## src/rtl/display_pkg.sv

```systemverilog
// Shared constants, FSM encoding and digit-code helper for the display scheduler.
package display_pkg;
  localparam int SEG_DASH    = 16;
  localparam int SEG_BLANK   = 17;
  localparam int MAX_DISP    = 9999;
  localparam int CONV_CYCLES = 14;

  typedef enum logic [1:0] {
    S_IDLE    = 2'd0,
    S_CONVERT = 2'd1,
    S_COMMIT  = 2'd2
  } state_t;

  // A digit is blanked when it and every digit above it are zero.
  function automatic logic [4:0] digit_code(input logic [15:0] bcd, input logic dash,
                                            input logic [1:0] idx, input logic blank_lz);
    logic [15:0] upper;
    upper = bcd >> {idx, 2'b00};
    if (dash)
      return 5'(SEG_DASH);
    else if (blank_lz && (idx != 2'd0) && (upper == 16'd0))
      return 5'(SEG_BLANK);
    else
      return {1'b0, upper[3:0]};
  endfunction
endpackage

```

## src/rtl/bcd_converter.sv

```systemverilog
// Sequential double-dabble: 14-bit binary to 4 BCD nibbles, one shift per cycle.
module bcd_converter
  import display_pkg::*;
(
  input  logic        clk,
  input  logic        rst,
  input  logic        start,
  input  logic [13:0] bin,
  output logic        done,
  output logic [15:0] bcd
);
  logic [29:0] sr;
  logic [3:0]  cnt;
  logic        run;
  logic [15:0] adj;

  always_comb begin
    adj = sr[29:14];
    for (int i = 0; i < 4; i++)
      adj[4*i +: 4] = (sr[14+4*i +: 4] >= 4'd5) ? sr[14+4*i +: 4] + 4'd3 : sr[14+4*i +: 4];
  end

  // done marks the cycle whose closing edge performs the final shift.
  assign done = run && (cnt == 4'(CONV_CYCLES-1));
  assign bcd  = sr[29:14];

  always_ff @(posedge clk or negedge rst) begin
    if (!rst) begin
      sr  <= '0;
      cnt <= '0;
      run <= 1'b0;
    end else if (start) begin
      sr  <= {16'd0, bin};
      cnt <= '0;
      run <= 1'b1;
    end else if (run) begin
      sr  <= {adj[14:0], sr[13:0], 1'b0};
      cnt <= cnt + 4'd1;
      if (done) run <= 1'b0;
    end
  end
endmodule

```

## src/rtl/display_scheduler.sv

```systemverilog
// Load/convert/commit FSM feeding double-buffered display registers, plus the 4-digit scan.
module display_scheduler
  import display_pkg::*;
#(
  parameter int REFRESH_DIV = 100000,
  parameter bit BLANK_LZ    = 1'b1
) (
  input  logic        clk,
  input  logic        rst,
  input  logic [19:0] big_bin,
  input  logic        load,
  output logic        busy,
  output logic        ovf,
  output logic [3:0]  AN,
  output logic [4:0]  seven_in
);
  localparam int PW = $clog2(REFRESH_DIV);

  state_t        state, state_nxt;
  logic          in_range, start, commit, conv_done, ovf_cap;
  logic [15:0]   conv_bcd, disp_bcd, disp_bcd_nxt;
  logic          disp_dash, disp_dash_nxt;
  logic [PW-1:0] presc;
  logic          tick;
  logic [1:0]    idx, idx_nxt;

  assign in_range = (big_bin <= 20'(MAX_DISP));
  assign start    = (state == S_IDLE) && load && in_range;
  assign busy     = (state != S_IDLE);
  assign ovf      = disp_dash;

  bcd_converter u_conv (
    .clk   (clk),
    .rst   (rst),
    .start (start),
    .bin   (big_bin[13:0]),
    .done  (conv_done),
    .bcd   (conv_bcd)
  );

  always_comb begin
    state_nxt = state;
    commit    = 1'b0;
    unique case (state)
      S_IDLE:    if (load) state_nxt = in_range ? S_CONVERT : S_COMMIT;
      S_CONVERT: if (conv_done) state_nxt = S_COMMIT;
      S_COMMIT: begin
        commit    = 1'b1;
        state_nxt = S_IDLE;
      end
      default:   state_nxt = S_IDLE;
    endcase
  end

  always_ff @(posedge clk or negedge rst) begin
    if (!rst) begin
      state   <= S_IDLE;
      ovf_cap <= 1'b0;
    end else begin
      state <= state_nxt;
      if ((state == S_IDLE) && load) ovf_cap <= !in_range;
    end
  end

  always_comb begin
    disp_bcd_nxt  = disp_bcd;
    disp_dash_nxt = disp_dash;
    if (commit) begin
      disp_bcd_nxt  = ovf_cap ? 16'h0 : conv_bcd;
      disp_dash_nxt = ovf_cap;
    end
  end

  assign tick    = (presc == PW'(REFRESH_DIV-1));
  assign idx_nxt = tick ? idx + 2'd1 : idx;

  // Scan outputs look at next-state display values so a same-edge commit shows at once.
  always_ff @(posedge clk or negedge rst) begin
    if (!rst) begin
      presc     <= '0;
      idx       <= 2'd0;
      disp_bcd  <= 16'h0;
      disp_dash <= 1'b0;
      AN        <= 4'b1110;
      seven_in  <= 5'd0;
    end else begin
      presc     <= tick ? '0 : presc + PW'(1);
      idx       <= idx_nxt;
      disp_bcd  <= disp_bcd_nxt;
      disp_dash <= disp_dash_nxt;
      AN        <= ~(4'b0001 << idx_nxt);
      seven_in  <= digit_code(disp_bcd_nxt, disp_dash_nxt, idx_nxt, BLANK_LZ);
    end
  end
endmodule

```

## config.mk

```make
export PLATFORM = sky130hd
export DESIGN_NAME = display_scheduler
export DESIGN_NICKNAME = d
export VERILOG_FILES = /design/src/rtl/display_pkg.sv /design/src/rtl/bcd_converter.sv /design/src/rtl/display_scheduler.sv
export SDC_FILE = /design/constraint.sdc
export NUM_CORES = 1
export LEC_CHECK = 0
export ABC_CLOCK_PERIOD_IN_PS = 6600
export CAP_MARGIN = 20
export CORE_MARGIN = 3
export CORE_UTILIZATION = 44
export DETAILED_ROUTE_END_ITERATION = 8
export SLEW_MARGIN = 20
export SYNTH_ARGS = -nofsm -noshare
export SYNTH_HDL_FRONTEND = slang
export SYNTH_HIERARCHICAL = 1
export SYNTH_SLANG_ARGS = --single-unit
```

## constraint.sdc

```tcl
create_clock -name clk -period 6.6 [get_ports clk]
set_input_delay 0.66 -clock clk [delete_from_list [all_inputs] [get_ports clk]]
set_output_delay 0.66 -clock clk [all_outputs]
set_load 0.02 [all_outputs]
```

After elaboration in Yosys (flattened, before gate mapping) --
Cells that the tools add are included.
Word-level totals: register bits after elaboration 83, word-level logic and storage cells 66, input port bits 23, output and inout bits 11
Cells by class: reduce and logical (&&, ||, !) cells 11, order comparisons 5, add/subtract/negate cells 7, bitwise operators 1, mux-type cells 23, equal/unequal tests 6, shift operators 2
Operator list (count):
- 30-bit 2-to-1 mux | 2
- 16-bit 2-to-1 mux | 2
- 20-bit by 14-bit less-or-equal comparator with 1-bit output, second input constant | 1
- 4-bit 2-to-1 mux | 5
- 17-bit by 1-bit adder with 17-bit output, second input constant | 1
- 17-bit == test, second input constant | 1
- 17-bit 2-to-1 mux | 1
- 4-bit by 3-bit >= comparator with 1-bit output, second input constant | 4
- 16-bit logical NOT | 1
- 16-bit by 4-bit >> shifter with 16-bit output | 1
- 4-bit by 2-bit adder with 4-bit output, second input constant | 3
- 5-bit 2-to-1 mux | 2
- 2-bit 2-to-1 mux | 4
- 2-bit nonzero test | 3
- 1-bit 2-to-1 mux | 5
- 4-bit by 1-bit adder with 4-bit output, second input constant | 1
- 4-bit == test, second input constant | 1
- 1-bit logical AND | 4
- 2-bit inequality test, second input constant | 2
- 4-bit inverter | 1
- 2-bit case mux with 2 select lines | 1
- 1-bit by 2-bit << shifter with 4-bit output, first input constant | 1
- 3-bit by 2-bit adder with 3-bit output, second input constant | 1
- 3-bit 2-to-1 mux | 1
- other kinds (6) | 6

Depth between registers and ports, before layout --
word-level depth 8, depth in mapped cells 9, depth with buffers taken out 7

Cells and area by module --
The synthesis kept the hierarchy.
Modules (own cells, without submodules):
- display_scheduler | seq. area each 1204.9 um^2, cells an instance 227, instances 1, area an instance 2361.0 um^2
- bcd_converter | seq. area each 875.8 um^2, cells an instance 207, instances 1, area an instance 2001.9 um^2

Worst setup path before layout --
No wires, ideal clock.
kind input port to flip-flop, from in big_bin[14], to reg u_conv.sr[11], data arrival time 2.480 ns, setup time 0.077 ns, stages 8, required time 6.523 ns, buffers on the path 3, setup slack 4.043 ns, cell sequence or4_1 > a2111oi_0 > and3_1 > buf_6 > buf_2 > buf_2 > nand2_1 > o21ai_1
Between the ends: longest elaborated chain between the ends 3, elaborated cells on any way between the ends 4, classes of those cells order compare: 1; mux: 1; reduce/logical: 2
Ends and longest elaborated chain:
- start: declaration | line display_scheduler.sv:10 | input logic [19:0] big_bin,
- 20-bit by 14-bit less-or-equal comparator with 1-bit output * | line display_scheduler.sv:27 | assign in_range = (big_bin <= 20'(MAX_DISP));
- 1-bit logical AND * | line display_scheduler.sv:28 | assign start = (state == S_IDLE) && load && in_range;
- named net start | line display_scheduler.sv:20 | logic in_range, start, commit, conv_done, ovf_cap;
- 30-bit 2-to-1 mux or 2-bit nonzero test (tied branches)
- end signal: assignment | line bcd_converter.sv:33 | sr <= {16'd0, bin};
- end signal: assignment | line bcd_converter.sv:37 | sr <= {adj[14:0], sr[13:0], 1'b0};
- end: declaration | line bcd_converter.sv:12 | logic [29:0] sr;
The timed path passes the listed nets; every way through them passes the cells marked *. A chain may end at the register's enable or synchronous reset.

Worst setup path in the final report --
from in big_bin[14], to reg u_conv.sr[28]
Same word-level chain as after synthesis.

==> metrics.csv <==
metric;value;unit
initial antenna violation count;0;
Yosys reg bits;83;
Placeable Area;9420;um2
RSZ-0062 raised after global routing;false;
status;finished clean;
Crit Path Max Fanout;59;
GPL Wtd Cong;0.799;
P_leak;2.10;nW
Mapped Avg Cell Area;10.1;um2
area of the multi-input gates;1960;um2
synth top area cells;dfrtp_1 46%, mux2i_1 3.7%, ha_1 3.2%;
CTS tree;built;
hold bufs inserted after CTS;0;
arrival time at the worst endpoint;3.60;ns
critical path class;in -> reg;
Cell Area, Synth;4360;um2
Max Fclk;296;MHz
Row Count;35;
Most used DFF post-synth;dfrtp_1;
crit path to;u_conv/sr[28];
Worst setup EP type;flop;
drt first pass iters;4;
WL/cell;14.6;um
worst clock skew;0.0110;ns
Post-synth EDFFs;0;
GRT Total Usage;0.158;
Routed Antenna Nets;0;
remaining global-route overflow;0;
Power Density;301;nW/um2
final setup fails;0;
ys async rst share;1.00;
Final Hold Fails;0;
clk_lat worst skew;0.35;ns
Detailed Route Iter0 Violations;108;
max-slew violations;0;
critical path data required time;6.83;ns
CTS H-Tree Depth;3;
WL final;8.41;mm
Layout Nets;476;
Setup crit start;big_bin[14];
Ports;34;
Synth area leader;dfrtp_1;
CTS buffer count;9;
vias in the first global route;2905;
Hold Slack;0.352;ns
share of layout cells above drive strength 1;0.0783;
pin count of the biggest net entering global routing;84;
r2r setup slk;3.64;ns
Slowest-stage cell, CP;and3_2;
CP peak stage delay;0.94;ns
post_cts resized;0;
maximum vdd ir drop;0.157;mV
Die Span Y;106;um
Initial Utilization;0.463;
worst hold path class;in -> async;
max_cap viols;0;
Worst setup SP type;primary input;
Worst R2R End;seven_in[3];
post-route design area;4880;um2
share of the synthesized area in the top cell type;0.459;
Synth Net Count;468;
Post-Place Cell Area;4630;um2
Slew @ Worst Pin;0.977;ns
Max-slew headroom;0.349;
post-placement cell count;559;
first-pass GRT wire length;14.5;mm
clock period minus worst slack;3.38;ns
drt via density;5.28;
Setup TNS;0;ns
FF-to-FF path depth;7;
post-DP HPWL;5.69;mm
synthesis-to-layout area growth;11.8;%
fill count;857;
clk sink count;83;
Remaining DRCs;0;
die area;11100;um2
port bufs;33;
Die Wd;106;um
Vias;3043;
clk slew on worst S/H paths;0.08;ns
worst r2r src;presc[12];
Max Buffers Root-to-Sink;2;
Final Cycle Share;0.512;
sequential element share of the synthesized area;0.477;
number of diodes;0;
Ys Warns;6;
Yosys cell types;56;
cell count after synthesis;434;
total area of sequential cells;2080;um2
CP Cell Sequence;clkdlybuf4s50_1 > or4_1 > a2111oi_0 > and3_2 > nor2_1 > a311o_1;
post-CTS setup buffer count;0;
Post-Layout Cell Count;576;
Root Buffer;clkbuf_8;
[power by group]
group | leakage, nW | internal (mW) | switching (mW)
combinational | 0.963 | 0.167 | 0.175
sequential | 1.02 | 0.607 | 0.101
clock | 0.116 | 0.235 | 0.183
[per-layer routing]
layer / track usage / wire length (um) / vias up
li1: - / - / 1519
met1: 0.217 / 4040 / 1478
met2: 0.256 / 4020 / 41
met3: 0.0416 / 283 / 5
met4: 0.0305 / 63 / 0
met5: 0 / 0 / -
[layout by cell type, fill, tap and decap left out, drive strengths merged, types with 3 or more instances in the layout]
master and count:
dfrtp 80, nand2 36, clkdlybuf4s50 32, o21ai 32, nor2 26, inv 25
a21oi 24, mux2i 16, nand2b 13, nand3 12, xor2 12, ha 11
clkbuf 11, nor4bb 10, xnor2 10, nor2b 7, nand4 6, or3 6
and3 5, nand4b 4, nor3 4, mux4 4, nor3b 4, a31oi 4
nor4 4, dfstp 3, o21bai 3, a211oi 3, or4 3, a21o 3
o31ai 3, buf 3
[flip-flops by register name, indices dropped and copies added (netlist names), 2 cells and up]
signal,flops
AN,4
u_conv/sr,30
idx,2
u_conv/cnt,4
disp_bcd,16
state,2
presc,17
seven_in,5
[critical path: cells and delay by family]
| family | cells | cell delay (ns) |
|---|---|---|
| buffers and inverters | 1 | 0.39 |
| and+or+nand+nor | 3 | 1.61 |
| AOI/OAI and AO/OA | 2 | 0.93 |
[cells in the mapped netlist (2+ instances only)]
library cell and number:
o21ai_0 13, or4_1 3, a31oi_1 4, nand3b_1 2, buf_4 18, xnor2_1 9
nand4_1 6, mux4_2 4, and3_1 5, or4b_1 2, mux2_2 2, mux2i_1 16
nor3b_1 4, nand3_1 12, nor3_1 4, o311ai_1 2, nor2_1 26, xor2_1 12
buf_2 6, nor4bb_1 10, inv_1 24, a22o_1 2, buf_6 2, nand2_1 36
clkbuf_1 11, o21bai_1 3, or3_1 6, dfrtp_1 80, nor4_1 3, a22oi_1 2
nand2b_1 13, a21oi_1 23, ha_1 11, dfstp_2 3, a211oi_1 3, nor2b_1 7
o21ai_1 19, a21o_1 3, nand4b_1 4, o31ai_1 3
[through the flow]
stage,utilization,power [mW],worst slack [ns]
floorplan,-,1.02,4.04
global placement,0.492,1.05,3.01
detailed placement,0.492,1.06,2.84
CTS,0.517,1.48,3.21
global route,0.518,1.57,2.92
finish,0.518,1.47,3.22
[final cells by class]
class	count	area share
Timing Repair Buffer	35	0.0718
Sequential cell	83	0.426
Clock buffer	11	0.0310
Clock inverter	5	0.0174
Inverter	25	0.0192
Tap cell	129	0.0331
Multi-Input combinational cell	288	0.401
[how the worst min path moves through the flow]
stage | depth (start not counted) | end | slack [ns]
after floorplan | 0 | AN[0] | 0.36
after global placement | 1 | presc[13] | 0.48
after detailed placement | 1 | presc[13] | 0.48
after CTS | 1 | presc[13] | 0.50
after global routing | 1 | seven_in[2] | 0.40
final | 1 | seven_in[3] | 0.35
[logic make-up (layout without fill, tap and decap cells)]
group	after synthesis	count (layout)	synth area share
flops	83	83	0.477
fa+ha+maj	11	11	0.0315
buf+inv	63	76	0.0748
xor+xnor	22	22	0.0459
simple gates	149	149	0.193
compound gates	84	84	0.115
mux	22	22	0.0625
No activity file was read; power rests on OpenSTA's default activity.
